**src/rtl/regfile_wb_arbiter_if.sv**
```systemverilog
// Writeback bus between the two requesters (A = ALU, B = load) and the regfile write-port arbiter.
// slave modport is the arbiter side; master is the requester/regfile side.
interface regfile_wb_arbiter_if #(
   parameter int unsigned DW    = 32,
   parameter int unsigned AW    = 5,
   parameter int unsigned DEPTH = 2
);
   localparam int unsigned CW = $clog2(DEPTH) + 1;

   logic          a_valid;
   logic [AW-1:0] a_wn;
   logic [DW-1:0] a_d;
   logic          a_ready;
   logic          b_valid;
   logic [AW-1:0] b_wn;
   logic [DW-1:0] b_d;
   logic          b_ready;
   logic          we;
   logic [AW-1:0] wn;
   logic [DW-1:0] d;
   logic [CW-1:0] a_cnt;
   logic [CW-1:0] b_cnt;
   logic          idle;

   modport slave (
      input  a_valid, a_wn, a_d, b_valid, b_wn, b_d,
      output a_ready, b_ready, we, wn, d, a_cnt, b_cnt, idle
   );

   modport master (
      output a_valid, a_wn, a_d, b_valid, b_wn, b_d,
      input  a_ready, b_ready, we, wn, d, a_cnt, b_cnt, idle
   );
endinterface

```
**src/rtl/regfile_wb_arbiter.sv**
```systemverilog
// Round-robin arbiter sharing the regfile write port between two FIFO-buffered writeback sources.
// Define WBARB_R0_DROP_EN to suppress the write enable for granted entries targeting r0.
module regfile_wb_arbiter #(
   parameter int unsigned DW    = 32,
   parameter int unsigned AW    = 5,
   parameter int unsigned DEPTH = 2
) (
   input logic                 clk,
   input logic                 clr,
   regfile_wb_arbiter_if.slave bus
);
   localparam int unsigned CW = $clog2(DEPTH) + 1;
   localparam int unsigned PW = $clog2(DEPTH);
   localparam int unsigned EW = AW + DW;

   logic [EW-1:0] mem_q [2][DEPTH];
   logic [PW-1:0] wr_q  [2];
   logic [PW-1:0] rd_q  [2];
   logic [CW-1:0] cnt_q [2];
   logic [CW-1:0] cnt_d [2];
   logic [EW-1:0] din   [2];
   logic [EW-1:0] head  [2];
   logic          last_q;
   logic          we_q;
   logic [AW-1:0] wn_q;
   logic [DW-1:0] d_q;

   logic [1:0] valid;
   logic [1:0] ready;
   logic [1:0] nonempty;
   logic [1:0] push;
   logic [1:0] pop;
   logic       grant;
   logic       gnt_b;
   logic       we_d;

   always_comb begin
      valid    = {bus.b_valid, bus.a_valid};
      din[0]   = {bus.a_wn, bus.a_d};
      din[1]   = {bus.b_wn, bus.b_d};
      ready    = '0;
      nonempty = '0;
      push     = '0;
      for (int s = 0; s < 2; s++) begin
         ready[s]    = cnt_q[s] != CW'(DEPTH);
         nonempty[s] = cnt_q[s] != '0;
         push[s]     = valid[s] & ready[s];
         head[s]     = mem_q[s][rd_q[s]];
      end
      // On contention the source not granted last wins
      if (nonempty == 2'b11) pop = last_q ? 2'b01 : 2'b10;
      else                   pop = nonempty;
      grant = |pop;
      gnt_b = pop[1];
      for (int s = 0; s < 2; s++) begin
         cnt_d[s] = cnt_q[s] + CW'(push[s]) - CW'(pop[s]);
      end
`ifdef WBARB_R0_DROP_EN
      we_d = grant && (head[gnt_b][EW-1:DW] != '0);
`else
      we_d = grant;
`endif
   end

   always_ff @(posedge clk) begin
      if (clr) begin
         for (int s = 0; s < 2; s++) begin
            wr_q[s]  <= '0;
            rd_q[s]  <= '0;
            cnt_q[s] <= '0;
         end
         last_q <= 1'b1;
         we_q   <= 1'b0;
         wn_q   <= '0;
         d_q    <= '0;
      end else begin
         for (int s = 0; s < 2; s++) begin
            if (push[s]) begin
               mem_q[s][wr_q[s]] <= din[s];
               wr_q[s]           <= wr_q[s] + PW'(1);
            end
            if (pop[s]) rd_q[s] <= rd_q[s] + PW'(1);
            cnt_q[s] <= cnt_d[s];
         end
         we_q <= we_d;
         if (grant) last_q <= gnt_b;
         // A dropped r0 entry leaves wn/d untouched, like an idle cycle
         if (we_d) begin
            wn_q <= head[gnt_b][EW-1:DW];
            d_q  <= head[gnt_b][DW-1:0];
         end
      end
   end

   assign bus.a_ready = ready[0];
   assign bus.b_ready = ready[1];
   assign bus.a_cnt   = cnt_q[0];
   assign bus.b_cnt   = cnt_q[1];
   assign bus.we      = we_q;
   assign bus.wn      = wn_q;
   assign bus.d       = d_q;
   assign bus.idle    = ~|nonempty & ~we_q;
endmodule

```
**src/flat_wrapper.sv**
```systemverilog
// flat-port wrapper written by rule: the top's interface ports become plain ports
module regfile_wb_arbiter_flat 
#(
   parameter int unsigned DW    = 32,
   parameter int unsigned AW    = 5,
   parameter int unsigned DEPTH = 2
)
  (clk, clr, bus_a_valid, bus_a_wn, bus_a_d, bus_b_valid, bus_b_wn, bus_b_d, bus_a_ready, bus_b_ready, bus_we, bus_wn, bus_d, bus_a_cnt, bus_b_cnt, bus_idle);
  regfile_wb_arbiter_if #(.DW(DW), .AW(AW), .DEPTH(DEPTH)) bus_i ();
  input logic clk;
  input logic clr;
  input wire logic [$bits(bus_i.a_valid)-1:0] bus_a_valid;
  input wire logic [$bits(bus_i.a_wn)-1:0] bus_a_wn;
  input wire logic [$bits(bus_i.a_d)-1:0] bus_a_d;
  input wire logic [$bits(bus_i.b_valid)-1:0] bus_b_valid;
  input wire logic [$bits(bus_i.b_wn)-1:0] bus_b_wn;
  input wire logic [$bits(bus_i.b_d)-1:0] bus_b_d;
  output wire logic [$bits(bus_i.a_ready)-1:0] bus_a_ready;
  output wire logic [$bits(bus_i.b_ready)-1:0] bus_b_ready;
  output wire logic [$bits(bus_i.we)-1:0] bus_we;
  output wire logic [$bits(bus_i.wn)-1:0] bus_wn;
  output wire logic [$bits(bus_i.d)-1:0] bus_d;
  output wire logic [$bits(bus_i.a_cnt)-1:0] bus_a_cnt;
  output wire logic [$bits(bus_i.b_cnt)-1:0] bus_b_cnt;
  output wire logic [$bits(bus_i.idle)-1:0] bus_idle;
  assign bus_i.a_valid = bus_a_valid;
  assign bus_i.a_wn = bus_a_wn;
  assign bus_i.a_d = bus_a_d;
  assign bus_i.b_valid = bus_b_valid;
  assign bus_i.b_wn = bus_b_wn;
  assign bus_i.b_d = bus_b_d;
  assign bus_a_ready = bus_i.a_ready;
  assign bus_b_ready = bus_i.b_ready;
  assign bus_we = bus_i.we;
  assign bus_wn = bus_i.wn;
  assign bus_d = bus_i.d;
  assign bus_a_cnt = bus_i.a_cnt;
  assign bus_b_cnt = bus_i.b_cnt;
  assign bus_idle = bus_i.idle;
  regfile_wb_arbiter #(.DW(DW), .AW(AW), .DEPTH(DEPTH)) u_core (.clk(clk), .clr(clr), .bus(bus_i));
endmodule
```
**config.mk**
```make
export PLATFORM = sky130hd
export DESIGN_NAME = regfile_wb_arbiter_flat
export DESIGN_NICKNAME = d
export VERILOG_FILES = /design/src/rtl/regfile_wb_arbiter_if.sv /design/src/rtl/regfile_wb_arbiter.sv /design/src/flat_wrapper.sv
export SDC_FILE = /design/constraint.sdc
export NUM_CORES = 1
export LEC_CHECK = 0
export CORE_UTILIZATION = 23
export CTS_CLUSTER_DIAMETER = 100
export DETAILED_ROUTE_END_ITERATION = 8
export PLACE_DENSITY = 0.38
export SLEW_MARGIN = 20
export SYNTH_ARGS = -nofsm -noshare
export SYNTH_HDL_FRONTEND = slang
export SYNTH_SLANG_ARGS = --single-unit
```
**constraint.sdc**
```tcl
create_clock -name clk -period 5.21 [get_ports clk]
set_clock_uncertainty 0.1 [all_clocks]
set_input_delay 1.042 -clock clk [delete_from_list [all_inputs] [get_ports clk]]
set_output_delay 1.042 -clock clk [all_outputs]
set_load 0.05 [all_outputs]
```
* Word level (Yosys, flattened, before mapping) *
Memories as Yosys holds them, arrays and structs flattened.
Cells that the tools add are included.
W data, S select, Z words.

word-level totals
  memory bits (writable) = 156
  input bits = 78
  word-level logic and storage cells = 86
  latch bits = 0
  flip-flop bits (word level) = 39
  memories = 4
  bits in read-only memories = 0
  output and inout port bits = 45

memory list
  memory        depth  bits a word  rd ports  clocked after memory_dff  write ports  line                      RTL
  u_core.mem_q  2      74           2         0                         2            regfile_wb_arbiter.sv:16  logic [EW-1:0] mem_q [2][DEPTH];
  u_core.cnt_q  2      2            2         0                         2            regfile_wb_arbiter.sv:19  logic [CW-1:0] cnt_q [2];
  u_core.rd_q   2      1            2         0                         2            regfile_wb_arbiter.sv:18  logic [PW-1:0] rd_q [2];
  u_core.wr_q   2      1            2         0                         2            regfile_wb_arbiter.sv:17  logic [PW-1:0] wr_q [2];

operators by class
  reductions and logical operators = 7
  shift operators = 0
  multipliers = 0
  divide/modulo/power cells = 0
  bitwise gates (word level) = 15
  multiplexer cells = 38
  add/sub/neg operators = 8
  $lt $le $gt $ge = 7
  eq/ne operators = 3

operators by type and width
  operator               number
  $mux W37               11
  $mux W74               2
  $demux W37 S1          2
  $mux W1                19
  $ge A2 B2 Y1 const B   5
  $not A1 Y2             5
  $mux W2                4
  $or A1 B1 Y1           6
  $add A1 B1 Y1 const B  4
  $add A2 B1 Y2          2
  $lt A2 B1 Y1 const B   2
  $ne A2 B2 Y1 const B   2
  $reduce_bool A2 Y1     2
  $reduce_or A2 Y1       2
  $sub A2 B1 Y2          2
  $and A1 B1 Y1          3
  $eq A2 B2 Y1 const B   1
  $logic_and A1 B1 Y1    2
  $logic_not A1 Y1       1
  $not A1 Y1             1

* Longest topological paths before layout *
Gate-level depths: netlist of the first run.

  word-level depth = 7
  depth in mapped cells = 9

* Least setup slack after synthesis of the first run *
Ideal clock, no wire load.

  path kind = register -> register
  from = memory u_core.cnt_q[0][2] (netlist name)
  to = memory u_core.mem_q[0][100] (netlist name) (enable)
  data required time = 4.625 ns
  cell stages (with the launch flop) = 4
  arrival time = 4.301 ns
  setup time = 0.485 ns
  buffers on the path = 0
  slack = 0.324 ns
  cell sequence = dfxtp_1 nand2b_1 nand2_1 nor3b_1

RTL lines
  element             line
  start: declaration  regfile_wb_arbiter.sv:19
  end: declaration    regfile_wb_arbiter.sv:16

==> results of run 1 <==
through the flow:
stage	instances	worst slack, ns	hold slack, ns
finish	989	1.92	0.369
detailed placement	957	1.81	0.359
floorplan	452	0.324	0.426
global route	989	1.78	0.385
global placement	956	1.92	0.357
CTS	989	1.87	0.376
state kept, by name (all words and copies together), names as in the netlist:
register and count:
u_core.mem_q 148, u_core.wr_q 2, u_core.bus.wn 5, u_core.rd_q 2
u_core.cnt_q 4, u_core.bus.we 1, u_core.bus.d 32, u_core.last_q 1
kinds of logic after synthesis:
group           Yosys count  synth area share, %
simple gates            107                 6.54
xor+xnor                  3                0.361
flops                   195                 74.6
compound gates           42                 5.64
mux                      74                 10.2
fa+ha+maj                 3                0.516
buf+inv                  28                 2.15
per-layer routing:
layer / vias up / track usage (%) / share of wire, %
met2: 93 / 17.9 / 47
met3: 11 / 2.88 / 4.2
met1: 2050 / 14.7 / 48
met4: 0 / 3.10 / 0.76
met5: - / 0 / 0
li1: 1968 / - / -
how the worst min path moves through the flow:
stage | start | endpoint | slack [ns]
floorplan | u_core.last_q | u_core.last_q | 0.43
global placement | u_core.bus.d[17] | u_core.bus.d[17] | 0.36
detailed placement | u_core.bus.d[7] | u_core.bus.d[7] | 0.36
CTS | u_core.bus.d[7] | u_core.bus.d[7] | 0.38
global route | u_core.bus.d[7] | u_core.bus.d[7] | 0.38
finish | u_core.bus.d[7] | u_core.bus.d[7] | 0.37
layout make-up:
class                           instances  area [um2]
Clock buffer                           19         433
Fill cell                            3037       21300
Tap cell                              396         495
Sequential cell                       195        5430
Inverter                                4        15.0
Timing Repair Buffer                  133        1310
Multi-Input combinational cell        229        1720
Clock inverter                         13         129
worst max-delay path, cell delays in order, from the launching register on:
cell and delay, ns:
dfxtp_1 0.38, nor2_2 0.26, nand2_1 0.16, nor2_1 0.12, clkdlybuf4s50_1 0.81
power groups by stage:
stage	Sequential, mW	Clock, mW	Combinational, mW
floorplan	2.52	0	0.711
global placement	2.13	0	1.67
detailed placement	2.12	0	1.71
CTS	2.09	1.29	1.71
global route	2.11	1.35	1.79
finish	2.07	1.26	1.67
cell usage after synthesis:
master    number  share of area, %
nand2_1       78               4.0
dfxtp_1       43                12
nor2_4         2              0.31
o21a_4         1              0.21
buf_6          3              0.46
clkbuf_1       3              0.15
nor4_4         1              0.29
ha_1           3              0.52
or2_2          1             0.086
a21o_1         1              0.10
inv_1          4              0.21
or2_4          1              0.12
buf_1          1             0.052
o21bai_1       1              0.10
o21ai_0        2              0.14
nand2b_1       5              0.43
buf_2         14              0.96
mux2i_1       74                10
nor3b_1        2              0.21
nor2_1         9              0.46
buf_4          3              0.31
xnor2_1        1              0.12
edfxtp_1     152                63
a32o_1        37               5.1
xor2_1         2              0.24
nor2_2         1             0.086
nor3_1         5              0.34
nor2b_1        2              0.17
==> results.py, run 1 <==
metrics = {
    "die": {
        "core-area_um2": 30800,
        "die_area_um2": 32300,
        "rows": 64,
        "die_w_um": 180,
        "initial_utilization_pct": 23.6,
        "ios": 123,
        "fp.dieH_um": 180,
    },
    "power": {
        "p_leak_nw": 3.25,
        "seqPwrFrac_pct": 41.4,
        "combPwrFrac_pct": 33.5,
        "ir_drop_mv": 0.164,
        "intPower_mw": 3.20,
        "power_density_nw_per_um2": 525,
        "clock_power_share_pct": 25.1,
        "switching_share_pct": 36.1,
        "switchingPower_mw": 1.80,
        "power_mw": 5.00,
    },
    "global_routing": {
        "grt_max_degree": 39,
        "grt_pass1_wl_mm": 26.4,
        "grt_pass1_vias": 4399,
        "track_usage_pct": 11.1,
        "overflow": 0,
        "antenna_found_initial": 0,
    },
    "synthesis": {
        "yosys_warnings": 0,
        "syn_nets": 533,
        "ys_ff_latch": 195,
        "synth_cells": 452,
        "synthesis.area_um2": 7270,
        "yosys.cell_types.count": 28,
        "avgSynthCellArea_um2": 16.1,
        "synth-seq-area-share_pct": 74.6,
    },
    "clocking": {
        "cts_tree": "built",
        "postCtsSetupBuffers": 0,
        "clk_pin_slew_worst_paths_ns": 0.07,
        "cts.sink_count": 195,
        "numCtsBuffers": 17,
        "clk_path_buf_depth": 2,
        "cts-htree-levels": 4,
        "cts_hold_buf": 0,
        "post_cts_resized": 0,
        "root_buffer": "clkbuf_16",
        "clk_latency_ns": 0.43,
    },
    "routing": {
        "wire_per_inst_um": 17.8,
        "routed_via_density": 4.17,
        "dr.first_iter.drc_count": 236,
        "ant_nets": 0,
        "dr.pass1.iters": 6,
        "drc": 5,
        "vias": 4122,
        "routed_wl_mm": 17.6,
    },
    "setup_path": {
        "cp-start-kind": "flop",
        "endpoint_kind": "primary output",
        "rr_worst_depth": 5,
        "path_class": "flop to primary output",
        "r2r_start": "u_core.rd_q[0][1]",
        "arrival_ns": 2.15,
        "worstPathRequired_ns": 4.07,
        "rr_endpoint": "u_core.bus.d[14]",
        "crit_start": "u_core.cnt_q[0][2]",
        "crit_fanout": 7,
        "r2r_slack_ns": 2.97,
        "worstSetupEndpoint": "bus_idle",
    },
    "sta": {
        "finalSetupTns_ns": 0,
        "relSlewSlack_pct": 30.2,
        "drv_slew": 0,
        "rsz0062_at_grt": "false",
        "fin_crit_ns": 3.29,
        "setup_violations": 0,
        "worst_slew_pin_slew_ns": 1.04,
        "final_hold_viol_count": 0,
        "max_clock_freq_mhz": 304,
        "period_share_pct": 63.2,
    },
    "placement": {
        "place_congestion": 0.675,
        "place_hpwl_mm": 11.8,
        "place_area_um2": 8960,
        "portBuffers": 122,
    },
    "finish": {
        "antennaDiodeCount": 0,
        "final_common_cell": "edfxtp_1",
        "fin_util_pct": 30.9,
        "final_cell_mix": "edfxtp_1, clkdlybuf4s50_1, nand2_1",
        "area_delta_synth_final_pct": 31.0,
        "drive_gt1_share_pct": 8.77,
        "fin_nets": 661,
        "final_area_um2": 9530,
    },
    "flow_run": {
        "drv_cap": 0,
    },
    "run_status": {
        "failed_checks": "DRC",
        "status": "finished, violations left",
    },
    "min_path": {
        "hp-class": "flop to flop",
        "min_path_cells": 1,
    },
}
Note: power is estimated with default switching activity, not from simulation.
==> inputs of run 2 (changes only) <==
==> constraint.sdc (replaced) <==
create_clock -name clk -period 3.1 [get_ports clk]
set_clock_uncertainty 0.1 [all_clocks]
set_input_delay 0.62 -clock clk [delete_from_list [all_inputs] [get_ports clk]]
set_output_delay 0.62 -clock clk [all_outputs]
set_load 0.05 [all_outputs]
==> run 2 against run 1 <==
The flow still finishes with violations (DRC). Wire length is 4.1% lower. Largest cell class unchanged. Highest routed layer unchanged. Count of clock-buffer cells in the layout shrank 2. Via count down 2.0%. Combinational power is 71% higher. Critical path depth stayed put. Sequential power up 66%. First-iteration DRC count down 8.5%. Cell area up 0.70%. Non-clock buffer count decreased by 2.
==> results.py, run 2 (same netlist as run 1, synthesis figures left out) <==
metrics = {
    "global_routing": {
        "use_met1_pct": 13.6,
        "grt_max_degree": 39,
        "track_usage_pct": 10.7,
        "grt_pass1_wl_mm": 25.7,
        "overflow": 0,
        "grt.busiest_layer": "met2",
        "grt_util_met3_pct": 2.21,
        "grt_pass1_vias": 4348,
        "antenna_found_initial": 0,
        "grt_util_met2_pct": 18.0,
    },
    "die": {
        "ios": 123,
        "core-area_um2": 30800,
        "fp.dieH_um": 180,
        "rows": 64,
        "die_w_um": 180,
        "die_area_um2": 32300,
        "initial_utilization_pct": 23.6,
    },
    "sta": {
        "final_hold_viol_count": 0,
        "setup_violations": 0,
        "drv_slew": 0,
        "worst_slew_pin_slew_ns": 1.03,
        "finalSetupTns_ns": 0,
        "fin_crit_ns": 2.90,
        "rsz0062_at_grt": "false",
        "period_share_pct": 93.4,
        "setup_ws_ns": 0.204,
        "relSlewSlack_pct": 31.5,
        "max_clock_freq_mhz": 345,
    },
    "finish": {
        "drive_gt1_share_pct": 8.98,
        "largest_register_ffs": 148,
        "final_area_um2": 9590,
        "layout.cells.non_filler": 986,
        "final_common_cell": "edfxtp_1",
        "antennaDiodeCount": 0,
        "final_cell_mix": "edfxtp_1, clkdlybuf4s50_1, nand2_1",
        "area_delta_synth_final_pct": 31.9,
        "fin_nets": 659,
    },
    "setup_path": {
        "cp_cell_sequence": "nor2_2 -> nand2_1 -> nor2_1 -> clkdlybuf4s50_1",
        "arrival_ns": 2.18,
        "worstPathRequired_ns": 2.38,
        "path_class": "flop to primary output",
        "crit_fanout": 7,
        "critPathSlowestCell": "clkdlybuf4s50_1",
        "cp-start-kind": "flop",
        "endpoint_kind": "primary output",
        "max_stage_delay_ns": 0.82,
    },
    "routing": {
        "wire_per_inst_um": 17.1,
        "vias": 4039,
        "ant_nets": 0,
        "drc": 7,
        "dr.pass1.iters": 8,
        "routed_via_density": 4.10,
        "routed_wl_mm": 16.8,
        "dr.first_iter.drc_count": 216,
    },
    "clocking": {
        "clk_pin_slew_worst_paths_ns": 0.08,
        "postCtsSetupBuffers": 0,
        "clk_latency_ns": 0.42,
        "clk_path_buf_depth": 2,
        "cts_hold_buf": 0,
        "cts_tree": "built",
        "numCtsBuffers": 17,
        "cts-htree-levels": 4,
        "cts.sink_count": 195,
        "post_cts_resized": 0,
        "root_buffer": "clkbuf_16",
    },
    "placement": {
        "preCtsSetupSlack_ns": 0.499,
        "place_area_um2": 9020,
        "place_congestion": 0.669,
        "place_hpwl_mm": 10.7,
        "placed_cells": 955,
        "portBuffers": 122,
    },
    "power": {
        "power_density_nw_per_um2": 880,
        "ir_drop_mv": 0.406,
        "power_mw": 8.44,
        "p_leak_nw": 3.28,
    },
    "run_status": {
        "failed_checks": "DRC",
        "status": "finished, violations left",
    },
    "flow_run": {
        "drv_cap": 0,
    },
    "min_path": {
        "hp-class": "flop to flop",
    },
}
run 2: layout make-up:
type / count / area (um2)
Clock inverter: 14 / 148
Fill cell: 3010 / 21200
Timing Repair Buffer: 131 / 1340
Sequential cell: 195 / 5430
Multi-Input combinational cell: 229 / 1750
Tap cell: 396 / 495
Inverter: 4 / 15.0
Clock buffer: 17 / 425
run 2: metrics by stage:
step,hold slack [ns],util [%]
2_1_floorplan,0.428,-
3_3_place_gp,0.357,29.3
3_5_place_dp,0.361,29.3
4_1_cts,0.379,31.1
5_1_grt,0.403,31.1
6_report,0.373,31.1
run 2: worst max-delay path, delay by kind of cell (launching register included):
family | cells | cell delay (ns)
buffers and inverters | 1 | 0.82
DFF | 1 | 0.38
and+or+nand+nor | 3 | 0.54
run 2: path summary, 6_finish.rpt:
path	end	startpoint	cells after the start	slack, ns
worst max-delay path	bus_idle	u_core.cnt_q[0][2]	4	0.20
worst min-delay path	u_core.bus.d[8]	u_core.bus.d[8]	1	0.37
worst max register to register	u_core.bus.d[15]	u_core.cnt_q[0][2]	4	1.09
worst min register to register	u_core.bus.d[8]	u_core.bus.d[8]	1	0.37
run 2: metal layers:
metal,wire (um),vias up
li1,-,1967
met1,7880,1979
met2,8220,79
met3,501,14
met4,231,0
met5,0,-
run 2: power breakdown:
group / switching, mW / leakage (nW) / internal (mW)
Clock: 1.02 / 0.281 / 1.13
Combinational: 1.80 / 1.25 / 1.05
Sequential: 0.227 / 1.76 / 3.21
Total: 3.05 / 3.28 / 5.40
==> edit 1, RTL diff (config.mk and constraints of run 2) <==
`DW` is set to 32 in 3 places; all go to 48.
--- a/src/rtl/regfile_wb_arbiter_if.sv
+++ b/src/rtl/regfile_wb_arbiter_if.sv
@@ -1,7 +1,7 @@
 // Writeback bus between the two requesters (A = ALU, B = load) and the regfile write-port arbiter.
 // slave modport is the arbiter side; master is the requester/regfile side.
 interface regfile_wb_arbiter_if #(
-   parameter int unsigned DW    = 32,
+   parameter int unsigned DW    = 48,
    parameter int unsigned AW    = 5,
    parameter int unsigned DEPTH = 2
 );
--- a/src/rtl/regfile_wb_arbiter.sv
+++ b/src/rtl/regfile_wb_arbiter.sv
@@ -1,7 +1,7 @@
 // Round-robin arbiter sharing the regfile write port between two FIFO-buffered writeback sources.
 // Define WBARB_R0_DROP_EN to suppress the write enable for granted entries targeting r0.
 module regfile_wb_arbiter #(
-   parameter int unsigned DW    = 32,
+   parameter int unsigned DW    = 48,
    parameter int unsigned AW    = 5,
    parameter int unsigned DEPTH = 2
 ) (
--- a/src/flat_wrapper.sv
+++ b/src/flat_wrapper.sv
@@ -1,7 +1,7 @@
 // flat-port wrapper written by rule: the top's interface ports become plain ports
 module regfile_wb_arbiter_flat 
 #(
-   parameter int unsigned DW    = 32,
+   parameter int unsigned DW    = 48,
    parameter int unsigned AW    = 5,
    parameter int unsigned DEPTH = 2
 )
Ports: changed (resized bus_a_d, bus_b_d and bus_d); port bits go from 123 to 171. The function was not compared with the original's and may differ.
==> edit 1 against run 2 <==
Synthesized area grew 43%; worst setup slack gained 250 ps; utilization grew 0.54 points; wire length grew 62%; non-clock buffer count grew 61; sequential cell count grew 80; final cell count grew 45%; power grew 45%; design area grew 46%; maximum frequency grew 9.3%; critical endpoint is now bus_a_cnt[1]; highest routed layer unchanged.
==> edit 1: results (changes against run 2) <==
- The sequential-to-total area share from yosys stat came to 0.740 (-0.00630).
- The number of signal-net inverters in the final layout is 5 (+1).
- The total CTS buffers is 34 (+17).
* Placement-stage worst setup slack: 560 ps (+60.4 ps)
- The flow ran to the end, and the final reports show no timing, DRC or antenna violations.
- CP max FO: 5 (-2)
* Number of clock sinks: 275 (+41%)
- The reported leakage power was 4.61 nW (+40%).
* Instance area after placement: 12800 um2 (+42%)
- Number of DRC violations after detailed-routing iteration 0: 260 (+20%)
* Clock transition at path regs: 60 ps (-20 ps)
- Post-synth EDFFs: 216 (+42%)
* Crit path DAT: 1930 ps (-250 ps)
- The number of ordinary and repair buffers in the finished layout is 192 (+47%).
- Reg area: 7670 um2 (+41%)
- The pin slew with the least headroom to its limit is 646 ps (-379 ps).
- The number of search-and-repair iterations in the first detailed-routing pass is 4 (-4).
* Clock buffers: 52 (+35)
- The number of different library cells in the post-synthesis netlist was 35 (+25%).
- The global-route total usage across every layer was 0.119 (+0.0118).
- The ratio of final minimum period to clock period is 0.855 (-0.0796).
* Detailed-route wire length per cell: 19.0 um (+11%)
* Wire length of the first global-routing pass: 40400 um (+57%)
- The worst register-to-register path ends at u_core.cnt_q[0][2]$_SDFF_PP0_.
- The startpoint identified for the worst hold timing path is u_core.bus.d[5]$_SDFFE_PP0P_.
- The worst hold path terminates at u_core.bus.d[5]$_SDFFE_PP0P_.
- The commonest cells after synthesis are 216 x sky130_fd_sc_hd__edfxtp_1, 59 x sky130_fd_sc_hd__dfxtp_1, 42 x sky130_fd_sc_hd__nor2b_1.
- The half-perimeter wire length after detailed placement was 17100 um (+60%).
- Slowest stage delay, CP: 940 ps (+120 ps)
* Finished Core Util: 0.317 (+0.00535)
- DR vias/cell: 4.10 (about the same)
- Multi-input logic portion of the cell area: 0.176 (-0.00551)
* Crit path to: bus_a_cnt[1]
* Number of inserted filler cells in the final layout: 4397 (+46%)
* Crit. Startpoint: u_core.cnt_q[0][1]$_SDFF_PP0_
* Average instance area after synthesis: 16.6 um2 (+3.2%)
- Routability congestion estimate from global placement: 0.664 (-0.63%)
- Clock latency on the worst-skew pair: 520 ps (+100 ps)
* Final routed wirelength across all metal layers: 27200 um (+62%)
- Portion of the layout cell area used by clock cells: 0.0837 (+0.0239)
- Placed Instances: 1369 (+43%)
- The number of input and output port buffers inserted is 170 (+39%).
- Top cells by area in the synthesized netlist: sky130_fd_sc_hd__edfxtp_1 63%, sky130_fd_sc_hd__dfxtp_1 11%, sky130_fd_sc_hd__mux2_2 4.3%, sky130_fd_sc_hd__o2bb2ai_1 3.4%, sky130_fd_sc_hd__nor2b_1 2.5%
* Final-stage net count: 926 (+41%)
- The number of flip-flops in the largest register came to 212 (+43%).
- Number of well taps: 592 (+49%)
-- edit 1: metal layers --
metal	GRT usage	up-vias	part of all wire
met2	0.194	132	0.47
li1	-	2804	-
met1	0.156	2886	0.47
met4	0.0436	0	0.023
met3	0.0243	38	0.040
met5	0	-	0
-- edit 1: logic make-up (layout without fill, tap and decap cells) --
group / after synthesis / count (layout) / share of synthesized area
AOI/OAI and AO/OA: 143 / 143 / 0.110
xor gates and xnor gates: 3 / 3 / 0.00254
adders and majority gates: 3 / 3 / 0.00362
buffers and inverters: 44 / 258 / 0.0280
DFF: 275 / 275 / 0.740
muxes: 66 / 66 / 0.0686
other: 0 / 1 / 0
and+or+nand+nor: 90 / 90 / 0.0476
-- edit 1: where the power goes --
part	internal [W]	switching, W
clock	0.00264	0.00151
combinational	0.00123	0.00217
sequential	0.00444	0.000238
total	0.00832	0.00392
-- edit 1: timing repair --
| action | in CTS | in global routing |
|---|---|---|
| gates resized for setup | 0 | 1 |
| endpoints found under the setup margin | 0 | 1 |
| hold buffers | 0 | 0 |
==> edit 2, RTL diff (settings of run 2) <==
Without the edit above. Put a register stage on the output `bus.a_cnt`, without a reset. The value now appears one clock later.
--- a/src/rtl/regfile_wb_arbiter.sv
+++ b/src/rtl/regfile_wb_arbiter.sv
@@ -94,7 +94,9 @@
 
    assign bus.a_ready = ready[0];
    assign bus.b_ready = ready[1];
-   assign bus.a_cnt   = cnt_q[0];
+   always_ff @(posedge clk) begin
+      bus.a_cnt <= cnt_q[0];
+   end
    assign bus.b_cnt   = cnt_q[1];
    assign bus.we      = we_q;
    assign bus.wn      = wn_q;
Function: changed (a bounded check fails within 4 cycles, from zero or initial values).
==> edit 2 against run 2 <==
Design area rose by 0.60%; power up 1.0%; synthesized area increased by 0.72%; non-clock buffer count grew 5; final cell count grew 0.81%; sequential cell count increased by 2; wire length is 5.9% higher; register-to-register slack improved by 70 ps; worst setup slack gained 19 ps; critical path type unchanged; critical endpoint unchanged; largest power group unchanged; highest routed layer unchanged.
==> edit 2: results (changes against run 2) <==
* Worst R2R Setup Slack: 1160 ps (+70 ps)
- The wire length of the first global-routing pass came to 26900 um (+4.7%).
- The pin slew with the least headroom to its limit was 753 ps (-272 ps).
- The worst hold slack came to 372 ps (-1.04 ps).
* Result of the run: completed
- Clock-pin slew was measured on the worst setup and hold paths at about 70 ps.
* Synthesized Nets: 537 (+0.75%)
- CP max FO: 7 (unchanged)
* Crit path DAT: 2160 ps (-20 ps)
- The total of cells resized after clock tree synthesis is 0 (unchanged).
- The global-route total usage across every layer was 0.113 (+0.00550).
* Slowest stage delay, CP: a little over 800 ps
- The reported leakage power came to 3.32 nW (+1.0%).
* Top cells by area in the synthesized netlist: sky130_fd_sc_hd__edfxtp_1 62%, sky130_fd_sc_hd__dfxtp_1 12%, sky130_fd_sc_hd__mux2i_1 10%, sky130_fd_sc_hd__a32o_1 5.1%, sky130_fd_sc_hd__nand2_1 4.0%
- Main flop type after synthesis: sky130_fd_sc_hd__edfxtp_1
* Kind of cell adding the most delay to the critical path: buffers and inverters
- The final routed DRC violation total was 0 (-7).
- Number of distinct library cells after synthesis: 28 (unchanged)
* Length of the first detailed-routing pass in iterations: 4 (-4)
- The initial antenna violation count is 0 (unchanged).
* Via count of the first global-routing pass: 4376 (+0.64%)
* Cts bufs inserted: 17 (unchanged)
- The routability congestion estimate was 0.717 (+7.3%).
- Max FFs per register: 148 (unchanged)
- The sequential-to-total area share from yosys stat came to 0.746 (about the same).
* Max clock buf depth: 2 (unchanged)
- The fraction of final layout cells sized beyond drive strength 1 came to 0.0936 (+0.00381).
- Post-CTS setup buffer count: 0 (unchanged)
- The number of antenna cells inserted is 0 (unchanged).
* Post-synth top cells: 152 x sky130_fd_sc_hd__edfxtp_1, 78 x sky130_fd_sc_hd__nand2_1, 74 x sky130_fd_sc_hd__mux2i_1
* Worst path slowest cell: sky130_fd_sc_hd__clkdlybuf4s50_1
- The number of input and output port buffers inserted is 122 (unchanged).
- The final max-slew violation count was 0 (unchanged).
- Half-perimeter wire length of the detailed placement result: 11200 um (+4.7%)
* Worst vdd rail ir drop: 0.388 mV (-4.5%)
* Clock latency on the worst-skew pair: 420 ps (about the same)
- Post-synth EDFFs: 152 (unchanged)
- The count of nets after finishing was 666 (+1.1%).
* Synth async-reset ratio: 0 (unchanged)
- The tree is rooted in a sky130_fd_sc_hd__clkbuf_16.
- Final routed wirelength across all metal layers: 17800 um (+5.9%)
- The pin count of the biggest net entering global routing was 39 (unchanged).
- Number of DRC violations after detailed-routing iteration 0: 192 (-11%)
- CTS H-tree lvls: 4 (unchanged)
- Vias after detailed routing: 4166 (+3.1%)
- Ys Warns: 0 (unchanged)
* Kind of path behind the tightest hold check: flop to flop
[edit 2: layout make-up]
class,count,area (um2)
Timing Repair Buffer,136,1360
Multi-Input combinational cell,229,1740
Fill cell,3066,21300
Clock inverter,12,121
Tap cell,396,495
Inverter,4,15.0
Clock buffer,20,447
Sequential cell,197,5470
[edit 2: per-layer routing]
layer	up-vias	global-route usage	part of all wire
met4	0	0.0328	0.0086
met1	2065	0.138	0.45
met3	8	0.0253	0.035
met5	-	0	0
met2	96	0.198	0.51
li1	1997	-	-
[edit 2: logic make-up after synthesis]
family / Yosys count / synth area share
compound gates: 42 / 0.0560
xor+xnor: 3 / 0.00359
fa+ha+maj: 3 / 0.00513
buf+inv: 30 / 0.0231
flops: 197 / 0.746
mux: 74 / 0.101
simple gates: 107 / 0.0649
[edit 2: worst paths after layout]
check,start,end,cells past startpoint
worst min-delay path,u_core.bus.d[8]$_SDFFE_PP0P_,u_core.bus.d[8]$_SDFFE_PP0P_,1
worst min register to register,u_core.bus.d[8]$_SDFFE_PP0P_,u_core.bus.d[8]$_SDFFE_PP0P_,1
worst max-delay path,u_core.cnt_q[0][2]$_SDFF_PP0_,bus_idle,4
worst max register to register,u_core.cnt_q[0][0]$_SDFF_PP0_,u_core.mem_q[0][20]$_DFFE_PP_,4
[edit 2: metrics by stage]
| step | utilization | power, W | std cells | setup slack (ps) | instance area (um2) |
|---|---|---|---|---|---|
| 6_report | 0.311 | 0.00853 | 994 | 223 | 9650 |
| 5_1_grt | 0.311 | 0.00897 | 994 | 133 | 9650 |
| 4_1_cts | 0.311 | 0.00867 | 993 | 192 | 9630 |
| 3_5_place_dp | 0.292 | 0.00651 | 961 | 621 | 9060 |
| 3_3_place_gp | 0.292 | 0.00648 | 961 | 672 | 9060 |
| 2_1_floorplan | - | 0.00548 | 456 | 291 | 7370 |
[edit 2: power breakdown]
group | internal [W] | switching, W | total (W) | leakage (nW)
Combinational | 0.00107 | 0.00183 | 0.00290 | 1.27
Clock | 0.00115 | 0.000997 | 0.00215 | 0.275
Sequential | 0.00325 | 0.000231 | 0.00348 | 1.77
Total | 0.00547 | 0.00306 | 0.00853 | 3.32
